==> src/rtl/fetch_pkg.sv <==
// Shared types and default constants for the fetch/run-control stage.
package fetch_pkg;

    typedef enum logic [1:0] {
        IDLE = 2'd0,
        RUN  = 2'd1,
        DONE = 2'd2
    } state_t;

    localparam int PC_W_DEF      = 10;
    localparam int LUT_W_DEF     = 4;
    localparam int LUT_DEPTH_DEF = 1 << LUT_W_DEF;

    // Absolute branch targets: entry i = 16*i. Regenerated by the assembler.
    localparam logic [PC_W_DEF-1:0] BR_TARGETS [LUT_DEPTH_DEF] = '{
        10'd0,   10'd16,  10'd32,  10'd48,  10'd64,  10'd80,  10'd96,  10'd112,
        10'd128, 10'd144, 10'd160, 10'd176, 10'd192, 10'd208, 10'd224, 10'd240
    };

    function automatic logic [31:0] br_target_default(input logic [31:0] idx);
        return idx << 4;
    endfunction

endpackage

==> src/rtl/fetch_ctrl_branch_lut.sv <==
// Combinational branch-target ROM indexed by br_idx.
module branch_lut
    import fetch_pkg::*;
#(
    parameter int PC_W  = PC_W_DEF,
    parameter int LUT_W = LUT_W_DEF
) (
    input  logic [LUT_W-1:0] br_idx,
    output logic [PC_W-1:0]  target
);

    generate
        if (PC_W == PC_W_DEF && LUT_W == LUT_W_DEF) begin : g_table
            assign target = BR_TARGETS[br_idx];
        end else begin : g_formula
            // Non-default geometry falls back to the same 16*i rule, truncated.
            assign target = PC_W'(br_target_default(32'(br_idx)));
        end
    endgenerate

endmodule

==> src/rtl/fetch_ctrl.sv <==
// Program counter and IDLE/RUN/DONE run control with branch-LUT redirect,
// saturating RUN-cycle counter and sticky PC wrap flag.
module fetch_ctrl
    import fetch_pkg::*;
#(
    parameter int          PC_W     = PC_W_DEF,
    parameter int          LUT_W    = LUT_W_DEF,
    parameter int          CNT_W    = 16,
    parameter int unsigned START_PC = 0
) (
    input  logic             clk,
    input  logic             reset,
    input  logic             req,
    input  logic             stall,
    input  logic             halt,
    input  logic             br_taken,
    input  logic [LUT_W-1:0] br_idx,
    output logic [PC_W-1:0]  pc,
    output logic             running,
    output logic             done,
    output logic             pc_wrap,
    output logic [CNT_W-1:0] cycles
);

    localparam logic [PC_W-1:0] START = PC_W'(START_PC);

    state_t             state, state_nx;
    logic [PC_W-1:0]    pc_nx, br_target;
    logic [CNT_W-1:0]   cycles_nx;
    logic               wrap_nx;

    function automatic logic [CNT_W-1:0] sat_inc(input logic [CNT_W-1:0] v);
        return (&v) ? v : v + CNT_W'(1);
    endfunction

    branch_lut #(.PC_W(PC_W), .LUT_W(LUT_W)) u_lut (
        .br_idx (br_idx),
        .target (br_target)
    );

    always_ff @(posedge clk or negedge reset) begin
        if (!reset) begin
            state   <= IDLE;
            pc      <= START;
            cycles  <= '0;
            pc_wrap <= 1'b0;
        end else begin
            state   <= state_nx;
            pc      <= pc_nx;
            cycles  <= cycles_nx;
            pc_wrap <= wrap_nx;
        end
    end

    always_comb begin
        state_nx  = state;
        pc_nx     = pc;
        cycles_nx = cycles;
        wrap_nx   = pc_wrap;
        case (state)
            RUN: begin
                if (req) begin
                    pc_nx     = START;
                    cycles_nx = '0;
                    wrap_nx   = 1'b0;
                end else begin
                    // Every non-restart RUN edge counts, stalled or halting.
                    cycles_nx = sat_inc(cycles);
                    if (!stall) begin
                        if (halt) begin
                            state_nx = DONE;
                        end else if (br_taken) begin
                            pc_nx = br_target;
                        end else begin
                            pc_nx = pc + PC_W'(1);
                            if (&pc) wrap_nx = 1'b1;
                        end
                    end
                end
            end
            default: begin
                // IDLE and DONE both restart on req and otherwise hold.
                if (req) begin
                    state_nx  = RUN;
                    pc_nx     = START;
                    cycles_nx = '0;
                    wrap_nx   = 1'b0;
                end
            end
        endcase
    end

    assign running = (state == RUN);
    assign done    = (state == DONE);

endmodule

==> config.mk <==
export PLATFORM = sky130hd
export DESIGN_NAME = fetch_ctrl
export DESIGN_NICKNAME = d
export VERILOG_FILES = /design/src/rtl/fetch_pkg.sv /design/src/rtl/fetch_ctrl_branch_lut.sv /design/src/rtl/fetch_ctrl.sv
export SDC_FILE = /design/constraint.sdc
export NUM_CORES = 1
export LEC_CHECK = 0
export BUFFER_PORTS_ARGS = -buffer_cell sky130_fd_sc_hd__buf_2
export CORE_ASPECT_RATIO = 0.6
export CORE_UTILIZATION = 45
export DETAILED_ROUTE_END_ITERATION = 10
export PLACE_DENSITY = 0.67
export SETUP_SLACK_MARGIN = 0.2
export SLEW_MARGIN = 30
export SYNTH_ARGS = -nofsm -noshare
export SYNTH_HDL_FRONTEND = slang
export SYNTH_SLANG_ARGS = --single-unit
==> constraint.sdc <==
create_clock -name clk -period 1.8 [get_ports clk]
set_input_delay 0.36 -clock clk [delete_from_list [all_inputs] [get_ports clk]]
set_output_delay 0.36 -clock clk [all_outputs]
set_load 0.01 [all_outputs]
==> summary by stage <==
Synthesis
In the synthesized netlist, the number of instances is 196. In the synthesized netlist, the cells that appear most often are 29 x sky130_fd_sc_hd__dfrtp_1, 21 x sky130_fd_sc_hd__a21oi_1, 18 x sky130_fd_sc_hd__o21ai_0. The largest total area in the synthesized netlist belongs to sky130_fd_sc_hd__dfrtp_1. The area share of the largest cell type after synthesis is 42.55%. The proportion of synthesized flip-flops having asynchronous set or reset is 100.0%. The leading register cell type out of synthesis is sky130_fd_sc_hd__dfrtp_1. The number of nets produced by synthesis is 208.

The distinct cell type count after synthesis is 40. The most common cell in the synthesized netlist is sky130_fd_sc_hd__dfrtp_1. The number of storage elements in the synthesis netlist is 29. The total number of yosys warnings is 0. After synthesis, the cell types taking the most area are sky130_fd_sc_hd__dfrtp_1 43%, sky130_fd_sc_hd__a21oi_1 6.2%, sky130_fd_sc_hd__o21ai_0 5.3%. The number of synthesized flops with an enable pin is 0. The average size of a mapped cell is 8.701 µm². The synthesized netlist occupies a cell area of 0.001705 mm². Sequential elements use 42.55% of the synthesized area.

Layout
0 antenna diodes ended up in the layout. The ratio of cells with drive above 1 in the final layout is 43.56%. The layout has 258 filler cells. In the final design database the tool counted 276 nets.

The finished layout holds 309 standard cells, fillers aside. The share of the core filled with cells is 70.83%. After routing the design area is 0.002425 mm². The layout overhead on the synthesized area is 42.19%.

Place
The standard cell area after detailed placement is 0.002044 mm². At the end of routability-driven placement, the weighted congestion stood at 0.8872. The cell count after placement is 286.

The HPWL after detailed placement is 3574 µm. In this run the tool buffered the top-level ports with 38 buffer cells.

Critical path
The maximum single-stage delay on the critical path is 520 ps. The category of the critical setup timing path is reg2reg. The combined buffer and inverter count along the critical path is 2. The critical path runs through a total of 7 cells. The signal on the critical path passes through buf_6 > ha_4 > nand4_1 > nor4_1 > buf_4 > or4_4 > a21oi_2. The family with the most delay on the worst path is simple AND/OR/NAND/NOR gates. The peak fanout along the critical path is 10.

The slowest stage of the critical path is the sky130_fd_sc_hd__or4_4 cell. The arrival time reported for the critical path endpoint is 1930 ps. The kind of capture point of the worst setup path is a register.

The sort of element at the start of the critical path is a register. STA puts the critical path data required time at 2000 ps. Measured in cells, the most critical reg-to-reg path has a length of 7.

GRT
The wire length of the first global-routing pass is 8314 µm. Across every metal layer, demand over resource in global routing totals 27.75%. The total overflow left after global routing is 0. Entering global routing, the biggest net connects 30 pins. The number of global-route vias before repair is 1707. The number of antenna violations at the first check in global routing was 0.

Run
The max capacitance violation total is 0.

Timing
The minimum period implied by the final worst setup slack is 1734 ps. Based on the critical path, the design can be clocked at up to 576.8 MHz. In this run the tightest slew margin relative to its limit is 55.75%.

Setup repair after global routing could not meet its margin everywhere. The worst-margin pin slew is 663.7 ps. The setup total negative slack is 0 ps. The final cycle utilization of the critical path is 96.32%. The final number of setup-violating endpoints is 0. The clock arrives with 5.635 ps of skew. The number of hold violations in the final report is 0. The final-report max-slew violation count is 0.

Power
The relative contribution of the clock network to total power is 36.4%. The power dissipated by switching net loads is 0.4046 mW. The fraction of power consumed by combinational cells is 17.5%.

The switching power share of the total is 26.97%. The sequential share of power is 46.2%. The static power due to leakage is 1.101 nW.

The total internal power is 1.096 mW. The power density over the cells is 618.8 mW/mm². The worst ir drop on vdd is 0.0004602 V.

Drt
For this block, the via count after detailed routing is 1903. The met1 wire length is 2504 µm. In the routed design, unresolved DRC markers number 0. The routed wire length per instance is 17.42 µm. The starting DRC count in detailed routing is 150. In the detailed route, the total length drawn on met2 is 2388 µm.

The via-per-instance ratio is 6.159. The routed wire length is 5382 µm. The highest layer touched by signal routing is met4. The count of nets left with antenna violations once routing finished came out at 0. For this run, the detailed router's first-pass iteration total came to 4.

In the detailed route, the total length drawn on met3 is 398 µm.

Floorplanning
The horizontal die dimension is 81.48 µm. The initial standard-cell utilization of the core is 49.82%. The die is 49.69 µm tall. The number of primary I/O pins is 39. In this run the standard cell core region covers 0.003423 mm².

The die covers 0.004048 mm². The floorplan has 16 rows.

Clocking
The longest clock path from root to sink contains 2 buffers. The maximum level of the CTS H-tree is 2. The tree is rooted in a sky130_fd_sc_hd__clkbuf_8. The clock-pin transition on the worst setup and hold timing paths is 60 ps. The later pin in the worst-skew pair is clocked with a latency of 280 ps. Clock tree synthesis found a total of 29 sinks.

TritonCTS created 5 clock buffers. The CTS tree is done.

Min path
The tightest min-delay check is of the in2async type.

Outcome
The run finished with clean final reports.
timing repair:
| action | in CTS | in global routing |
|---|---|---|
| hold buffers | 0 | 0 |
| buffers inserted | 7 | 9 |
| setup endpoints to repair | 16 | 14 |
| gates resized for setup | 14 | 32 |
| pin swaps | 5 | 12 |
worst register-to-register path, delay by kind of cell (launching register included):
| kind | cells | cell delay, ps |
|---|---|---|
| AND/OR/NAND/NOR | 3 | 650 |
| flip-flops | 1 | 400 |
| adder cells (fa/ha/maj) | 1 | 160 |
| AO/OA/AOI/OAI | 1 | 140 |
| buffers and inverters | 2 | 300 |
placed cells by master, fill, tap and decap left out, types with 5 or more instances in the layout:
cell,n
sky130_fd_sc_hd__nor2_1,9
sky130_fd_sc_hd__nor3_1,7
sky130_fd_sc_hd__dfrtp_1,24
sky130_fd_sc_hd__buf_2,37
sky130_fd_sc_hd__or3_1,6
sky130_fd_sc_hd__buf_6,9
sky130_fd_sc_hd__nand2_1,14
sky130_fd_sc_hd__a21oi_1,16
sky130_fd_sc_hd__o21ai_0,18
sky130_fd_sc_hd__nand3_1,9
sky130_fd_sc_hd__clkbuf_8,6
sky130_fd_sc_hd__nand4_1,5
sky130_fd_sc_hd__and3_1,5
sky130_fd_sc_hd__buf_4,23
sky130_fd_sc_hd__dfrtp_2,5
area by class of cell:
cell class | count | area, µm² | share of cell area, %
Sequential cell | 29 | 732.0 | 30.19
Multi-Input combinational cell | 153 | 1066 | 43.96
Timing Repair Buffer | 69 | 459.2 | 18.94
Tap cell | 45 | 56.30 | 2.322
Inverter | 6 | 25.02 | 1.032
Clock buffer | 7 | 86.33 | 3.560
metal layers:
metal,track usage [%],vias to the layer above
met3,7.037,10
met5,0,-
met1,39.07,937
met2,42.64,79
met4,5.952,0
li1,-,877
power by group through the flow:
stage               clock [mW]  combinational (mW)  sequential [mW]
finish                   0.546               0.262            0.693
global route             0.588               0.284            0.695
CTS                      0.557               0.211            0.691
detailed placement           0               0.187            0.701
global placement             0               0.183            0.698
floorplan                    0              0.0871            0.706
logic make-up after synthesis:
| logic type | after synthesis | synth area share, % |
|---|---|---|
| buffers and inverters | 14 | 3.448 |
| adders and majority gates | 2 | 1.467 |
| and+or+nand+nor | 90 | 30.45 |
| DFF | 29 | 42.55 |
| AOI/OAI and AO/OA | 57 | 19.59 |
| muxes | 4 | 2.494 |
path summary, 6_finish.rpt:
check / startpoint / endpoint / slack [ps]
worst max-delay path: cycles[1] / cycles[8] / 70
worst min-delay path: reset / pc[0] / 110
worst max register to register: cycles[1] / cycles[8] / 70
worst min register to register: pc[8] / pc[8] / 570
max in group asynchronous: reset / cycles[8] / 1210
min in group clk: br_idx[2] / pc[6] / 380
sequential cells by signal (all words and copies together), names as in the netlist:
| register | count |
|---|---|
| cycles | 16 |
| pc_wrap | 1 |
| pc | 10 |
| state | 2 |
stage by stage:
step | setup WS (ps) | hold slack [ps] | total power, mW
6_report | 66.32 | 114.3 | 1.501
2_1_floorplan | 39.27 | 64.41 | 0.7932
3_5_place_dp | -9.501 | 443.1 | 0.8880
5_1_grt | 19.06 | 164.4 | 1.567
3_3_place_gp | 37.05 | 425.0 | 0.8810
4_1_cts | 142.8 | 141.1 | 1.459
Power figures use the tool's default switching activity.
